`src/rtl/vex_rdc_unit.sv`:
```
// Pipelined vector reduction: masked lane input register, log2(LANES) tree
// levels, then an accumulate/writeback stage for multi-uop reductions.
module vex_rdc_unit #(
  parameter int VECTOR_LANES       = 8,
  parameter int DATA_WIDTH         = 32,
  parameter int VECTOR_REGISTERS   = 32,
  parameter int VECTOR_TICKET_BITS = 5
) (
  input  logic                                clk,
  input  logic                                rst,
  input  logic                                valid_i,
  output logic                                ready_o,
  input  logic [2:0]                          op_i,
  input  logic [VECTOR_LANES-1:0]             mask_i,
  input  logic [VECTOR_LANES*DATA_WIDTH-1:0]  data_i,
  input  logic [DATA_WIDTH-1:0]               scalar_i,
  input  logic                                head_uop_i,
  input  logic                                end_uop_i,
  input  logic [$clog2(VECTOR_REGISTERS)-1:0] dst_i,
  input  logic [VECTOR_TICKET_BITS-1:0]       ticket_i,
  output logic                                wr_valid_o,
  input  logic                                wr_ready_i,
  output logic [$clog2(VECTOR_REGISTERS)-1:0] wr_addr_o,
  output logic [DATA_WIDTH-1:0]               wr_data_o,
  output logic [VECTOR_TICKET_BITS-1:0]       wr_ticket_o,
  output logic                                idle_o
);

  localparam int L     = VECTOR_LANES;
  localparam int S     = $clog2(VECTOR_LANES);
  localparam int DW    = DATA_WIDTH;
  localparam int AW    = $clog2(VECTOR_REGISTERS);
  localparam int TW    = VECTOR_TICKET_BITS;
  localparam int NODES = 2 * L - 1;

  typedef struct packed {
    logic          valid;
    logic [2:0]    op;
    logic          head;
    logic          last;
    logic [AW-1:0] dst;
    logic [TW-1:0] ticket;
    logic [DW-1:0] scalar;
  } meta_t;

  function automatic logic [DW-1:0] op_fn(
    input logic [2:0]    op,
    input logic [DW-1:0] a,
    input logic [DW-1:0] b
  );
    logic [DW-1:0] r;
    r = '0;
    case (op)
      3'd0: r = a + b;
      3'd1: r = a & b;
      3'd2: r = a | b;
      3'd3: r = a ^ b;
      3'd4: r = (a < b) ? a : b;
      3'd5: r = ($signed(a) < $signed(b)) ? a : b;
      3'd6: r = (a > b) ? a : b;
      3'd7: r = ($signed(a) > $signed(b)) ? a : b;
      default: r = '0;
    endcase
    return r;
  endfunction

  function automatic logic [DW-1:0] ident(input logic [2:0] op);
    logic [DW-1:0] r;
    r = '0;
    case (op)
      3'd1, 3'd4: r = '1;
      3'd5:       r = {1'b0, {(DW-1){1'b1}}};
      3'd7:       r = {1'b1, {(DW-1){1'b0}}};
      default:    r = '0;
    endcase
    return r;
  endfunction

  meta_t         m  [S+1];
  logic [DW-1:0] nd [NODES];
  logic [DW-1:0] acc;
  logic          acc_open;
  logic          adv;
  logic          busy;
  logic [DW-1:0] base;
  logic [DW-1:0] res;

  assign adv     = ~wr_valid_o | wr_ready_i;
  assign ready_o = adv;

  // nd holds every tree level back to back: level s starts at 2L-2(L>>s)
  always_ff @(posedge clk) begin
    if (rst) begin
      for (int i = 0; i <= S; i++) m[i] <= '0;
      for (int i = 0; i < NODES; i++) nd[i] <= '0;
    end else if (adv) begin
      m[0] <= {valid_i, op_i, head_uop_i, end_uop_i,
               dst_i, ticket_i, scalar_i};
      for (int s = 1; s <= S; s++) m[s] <= m[s-1];
      for (int k = 0; k < L; k++)
        nd[k] <= mask_i[k] ? data_i[k*DW +: DW] : ident(op_i);
      for (int s = 1; s <= S; s++)
        for (int j = 0; j < (L >> s); j++)
          nd[2*L - 2*(L >> s) + j] <=
            op_fn(m[s-1].op,
                  nd[2*L - 2*(L >> (s-1)) + 2*j],
                  nd[2*L - 2*(L >> (s-1)) + 2*j + 1]);
    end
  end

  assign base = (m[S].head | ~acc_open) ? m[S].scalar : acc;
  assign res  = op_fn(m[S].op, base, nd[NODES-1]);

  always_ff @(posedge clk) begin
    if (rst) begin
      acc         <= '0;
      acc_open    <= 1'b0;
      wr_valid_o  <= 1'b0;
      wr_addr_o   <= '0;
      wr_data_o   <= '0;
      wr_ticket_o <= '0;
    end else if (adv) begin
      wr_valid_o <= m[S].valid & m[S].last;
      if (m[S].valid) begin
        acc      <= res;
        acc_open <= ~m[S].last;
        if (m[S].last) begin
          wr_addr_o   <= m[S].dst;
          wr_data_o   <= res;
          wr_ticket_o <= m[S].ticket;
        end
      end
    end
  end

  always_comb begin
    busy = 1'b0;
    for (int i = 0; i <= S; i++) busy = busy | m[i].valid;
  end

  assign idle_o = ~busy & ~acc_open & ~wr_valid_o;

endmodule
```
`config.mk`:
```
export PLATFORM = sky130hd
export DESIGN_NAME = vex_rdc_unit
export DESIGN_NICKNAME = d
export VERILOG_FILES = /design/src/rtl/vex_rdc_unit.sv
export SDC_FILE = /design/constraint.sdc
export NUM_CORES = 2
export LEC_CHECK = 0
export BUFFER_PORTS_ARGS = -buffer_cell sky130_fd_sc_hd__buf_4
export CELL_PAD_IN_SITES_DETAIL_PLACEMENT = 1
export CELL_PAD_IN_SITES_GLOBAL_PLACEMENT = 1
export CORE_ASPECT_RATIO = 2
export CORE_UTILIZATION = 49
export CTS_CLUSTER_DIAMETER = 40
export DETAILED_ROUTE_END_ITERATION = 6
export HOLD_SLACK_MARGIN = 0.08
export PLACE_DENSITY = 0.92
export SYNTH_ARGS = -nofsm -noshare
export SYNTH_HDL_FRONTEND = slang
export SYNTH_SLANG_ARGS = --single-unit
```
`constraint.sdc`:
```
create_clock -name clk -period 24.2 [get_ports clk]
set_input_delay 2.42 -clock clk [delete_from_list [all_inputs] [get_ports clk]]
set_output_delay 2.42 -clock clk [all_outputs]
set_load 0.02 [all_outputs]
```
### Yosys cells after proc, flatten, opt, wreduce, memory -nomap -nowiden

Memories as Yosys holds them, arrays and structs flattened.
Cells that the tools add are included.

* memories kept: 2
* RAM bits: 672
* bits of input ports: 315
* output and inout bits: 45
* flip-flop bits (word level): 76

Memories
* nd: words 15, bits a word 32, read ports 15, clocked after memory_dff 0, write ports 15, line 80 `logic [DW-1:0] nd [NODES];`
* m: words 4, bits a word 48, read ports 4, clocked after memory_dff 0, write ports 4, line 79 `meta_t m [S+1];`

* bitwise gates (word level): 55
* magnitude comparators: 32
* muxes and demuxes: 90
* equality and inequality tests: 32
* reductions and logical operators: 7
* add/subtract/negate cells: 8

Operator list (count)
* 2-to-1 mux 32 bit: 72
* one-hot mux 32 bit (8 select lines): 8
* greater-than comparator 32 bit: 16
* < comparator 32 bit: 16
* adder 32 bit: 8
* AND 32 bit: 8
* bitwise OR 32 bit: 8
* bitwise XOR 32 bit: 8
* 2-to-1 mux 48 bit: 4
* one-hot mux 32 bit (3 select lines): 1
* equality test 3 bit (second input constant): 19
* equality test 3 x 2 -> 1 bit (second input constant): 8
* bitwise OR 1 bit: 24
* equality test 3 x 1 -> 1 bit (second input constant): 5
* logical NOT 3 bit: 4
* 2-to-1 mux 1 bit: 5
* NOT 1 bit: 4
* AND 1 bit: 3
* AND reduction 3 bit: 1
* AND reduction 2 bit: 1
* OR reduction 2 bit: 1

### Depth between registers and ports, before layout

* depth in word-level cells: 7
* gate-level depth with buffers: 19

### Worst setup path after synthesis

No wires, ideal clock.

* kind: in2reg
* start: input wr_ready_i
* end: memory m[0][0] (netlist name) (enable)
* arrival time: 18954 ps
* stages: 4
* setup time: 1163 ps
* required time: 23037 ps
* slack: 4083 ps
* buffers on the path: 2
* cells stage by stage: nand2b_1 -> clkbuf_1 -> clkbuf_1 -> nand2b_1

RTL lines
* from (decl): line 22 `input logic wr_ready_i,`
* to (decl): line 79

==> results.txt <==
Die H - 509.1 um
Routed WL - 250000 um
YS warnings - 0
GP Congestion - 0.9997
Max-Cap Viols - 2
Register area - 21700 um2
Layout cell share with drive strength beyond 1 - 9.703%
Slew margin rel. - -3.600%
Num ports - 360
Layout area overhead - 10.64%
Clk buf depth - 3
Mapped Area - 63000 um2
Clock Latency Late Sink - 0.79 ns
Remaining Overflow, GRT - 0
Distinct cells, synth - 90
Tot GR Track Use - 37.22%
DR pass1 iterations - 7
Nets - 8346
Worst hold path class - reg2reg
Hold path cells - 2
EDFF count, synth - 672
Largest net degree at the start of global routing - 197
Critical path depth - 7
Crit-path max FO - 73
Ys async rst share - 0%
Placed cell areas - 66550 um2
Most frequent cells in the layout - a21oi_1 (832), ha_1 (768), nand2_1 (725)
Crit path DAT - 7.31 ns
Crit path cell chain - buf_6 > inv_6 > nand2b_4 > buf_4 > buf_4 > buf_4 > buf_4
Leakage - 0.03002 uW
Starting density of the core - 49.48%
Fin area - 69700 um2
Final period utilization - 28.85%
First-pass GRT wire length - 372900 um
Wirelength per Cell - 27.73 um
CP required - 24.52 ns
R2R Path End - nd[1][123]
Clock buffer count from CTS - 89
H-tree Lvls - 3
Max frequency - 143.2 MHz
Post-CTS setup buffers - 0
Hold_buf cts - 0
Fillcell total - 14905
RSZ-0062 raised after global routing - false
Number of port buffers - 359
Clk slew on worst S/H paths - 0.07 ns
R2R setup slack - 17.91 ns
Syn_nets - 8346
Dominant synthesized flop cell - edfxtp_1
R2R Path Start - nd[0][220]
Most Frequent Cell on Critical Path - buf_4
Minimum clock period - 6.982 ns
Core area - 127300 um2
Critical path buffers and inverters - 6
CP Launch Type - primary input
Yosys reg bits - 748
Vias in the first global route - 63698
Slew @ Worst Pin - 1.532 ns
Max Slew Vio Count - 5
Clock Skews - 0.1057 ns
Routed Antenna Nets - 0
Pwr Density - 61.96 nW/um2
Area of the multi-input gates - 36760 um2
R2r worst-path depth - 12
Status - finished with violations
Worst IR Drop VDD - 0.06324 mV
Post-CTS Resized - 0
Setup WS pre-CTS - 16.60 ns
Syn Area/Cell - 8.683 um2
Delay-heaviest family, CP - buffers and inverters
PnR worst setup slack - 17.22 ns
Dpl cells - 8847
DPL Wire Length - 180100 um
Rows - 185
Failing checks - design-rule violations, max-capacitance violations, max-slew violations
Hold path startpoint - wr_ticket_o[3]
DRT iter0 DRCs - 5199
Fin. Hold Viols - 0
CP endpoint kind - flop
Hold worst-path end - wr_ticket_o[3]
Setup_tns - 0 ns
Commonest non-fill, non-tap cell in the layout - a21oi_1
Final setup vio count - 0
Residual DRC - 5
Via Count - 59620
Gate Count Post-Synth - 7255
Drt via density - 6.613
Chip width - 255.5 um
Antenna violations before repair - 8
CTS tree - built
Clock tree root driver cell - clkbuf_16
Sequential share of the synthesized area - 34.45%
Die Area - 130100 um2
Critical setup path kind - in2reg
Non-Filler Instances - 9016
Clk sink count - 748
CP max-delay cell - buf_4
Crit path largest cell delay - 0.88 ns
[how the worst max path moves through the flow]
| stage | from | end | slack (ns) |
|---|---|---|---|
| floorplan | wr_ready_i | m[0][0] | 4.08 |
| global placement | rst | nd[0][145] | 16.86 |
| detailed placement | rst | nd[0][145] | 16.60 |
| CTS | rst | nd[0][144] | 17.31 |
| global route | rst | nd[1][65] | 17.06 |
| finish | rst | nd[0][146] | 17.22 |
[cells by family (layout without fill, tap and decap cells)]
logic type      after synthesis  after routing  share of synthesized area (%)
other cells                   0              5                              0
mux                         190            190                          3.514
flops                       748            748                          34.45
compound gates             2305           2305                          23.16
xor+xnor                    187            187                          2.612
simple gates               1811           1811                          13.32
buf+inv                    1238           1311                          7.434
fa+ha+maj                   776            776                          15.51
[worst register-to-register path, cell delays in order, from the launching register on]
cell	delay, ns
edfxtp_1	0.42
inv_1	0.06
ha_1	0.43
or3_1	0.45
nor4b_1	1.23
nand3_1	0.21
a31o_2	0.30
a31oi_1	0.65
o21ai_0	0.36
a31oi_1	0.52
o2bb2ai_4	0.41
a222oi_1	0.68
a21oi_1	0.24
[metrics by stage]
| stage | power [uW] | utilization, % | hold slack [ns] |
|---|---|---|---|
| finish | 4319 | 54.75 | 0.4636 |
| global route | 4448 | 54.74 | 0.4939 |
| CTS | 4274 | 54.74 | 0.4660 |
| detailed placement | 2840 | 52.27 | 0.4575 |
| global placement | 2765 | 52.27 | 0.4451 |
| floorplan | 2389 | - | 0.4338 |
[sequential cells by signal (all words and copies together), names as in the netlist]
name	cells
acc	32
acc_open	1
m	192
nd	480
wr_addr_o	5
wr_data_o	32
wr_ticket_o	5
wr_valid_o	1
[synth_stat cells (14+ instances only)]
cell type | number | area [um2]
ha_1 | 768 | 9609
nor2b_1 | 58 | 362.9
buf_1 | 27 | 101.4
nand2_1 | 726 | 2725
edfxtp_1 | 672 | 20180
xor2_1 | 51 | 446.7
o21ai_0 | 455 | 2277
a221oi_1 | 167 | 1463
buf_2 | 14 | 70.07
and3_1 | 207 | 1295
o21bai_1 | 54 | 405.4
o211ai_1 | 56 | 420.4
a21oi_1 | 832 | 4164
nand2b_1 | 58 | 362.9
mux2_2 | 39 | 439.2
a22o_1 | 15 | 131.4
clkbuf_1 | 482 | 1809
inv_1 | 706 | 2650
xnor2_1 | 135 | 1182
or2_2 | 21 | 131.4
nor4_1 | 52 | 325.3
nand3_1 | 61 | 305.3
a21o_1 | 91 | 683.2
o31ai_1 | 36 | 270.3
mux2i_1 | 130 | 1301
a222oi_1 | 40 | 400.4
and2_1 | 16 | 100.1
a22oi_1 | 108 | 810.8
or4_1 | 15 | 112.6
nand4_1 | 36 | 225.2
nor2_1 | 426 | 1599
a221o_1 | 16 | 160.2
or3_1 | 27 | 168.9
a21boi_0 | 14 | 105.1
a211oi_1 | 96 | 720.7
dfxtp_1 | 76 | 1521
o221ai_1 | 19 | 166.4
o22ai_1 | 62 | 387.9
a211o_1 | 20 | 175.2
o21a_1 | 43 | 322.8
a31oi_1 | 50 | 312.8
nor3_1 | 65 | 325.3
mux4_2 | 20 | 450.4
[metal layers]
layer  part of all wire (%)  global-route usage [%]
met1                     32                   34.70
met2                     50                   66.79
met3                    6.5                   6.850
met4                     11                   37.74
met5                  0.013                       0
[area by class of cell]
cell class / count / area share, %
Sequential cell: 748 / 31.13
Timing Repair Buffer: 436 / 4.737
Antenna cell: 5 / 0.01795
Clock inverter: 63 / 1.219
Inverter: 711 / 3.838
Multi-Input combinational cell: 5269 / 52.74
Clock buffer: 101 / 3.289
Tap cell: 1683 / 3.021
[power by group]
part           switching, uW  internal (uW)  leakage [uW]
Clock                    667            773       0.00152
Combinational            810            439        0.0199
Sequential               125           1500       0.00859
Total                   1600           2720        0.0300
Note: power is estimated with default switching activity, not from simulation.
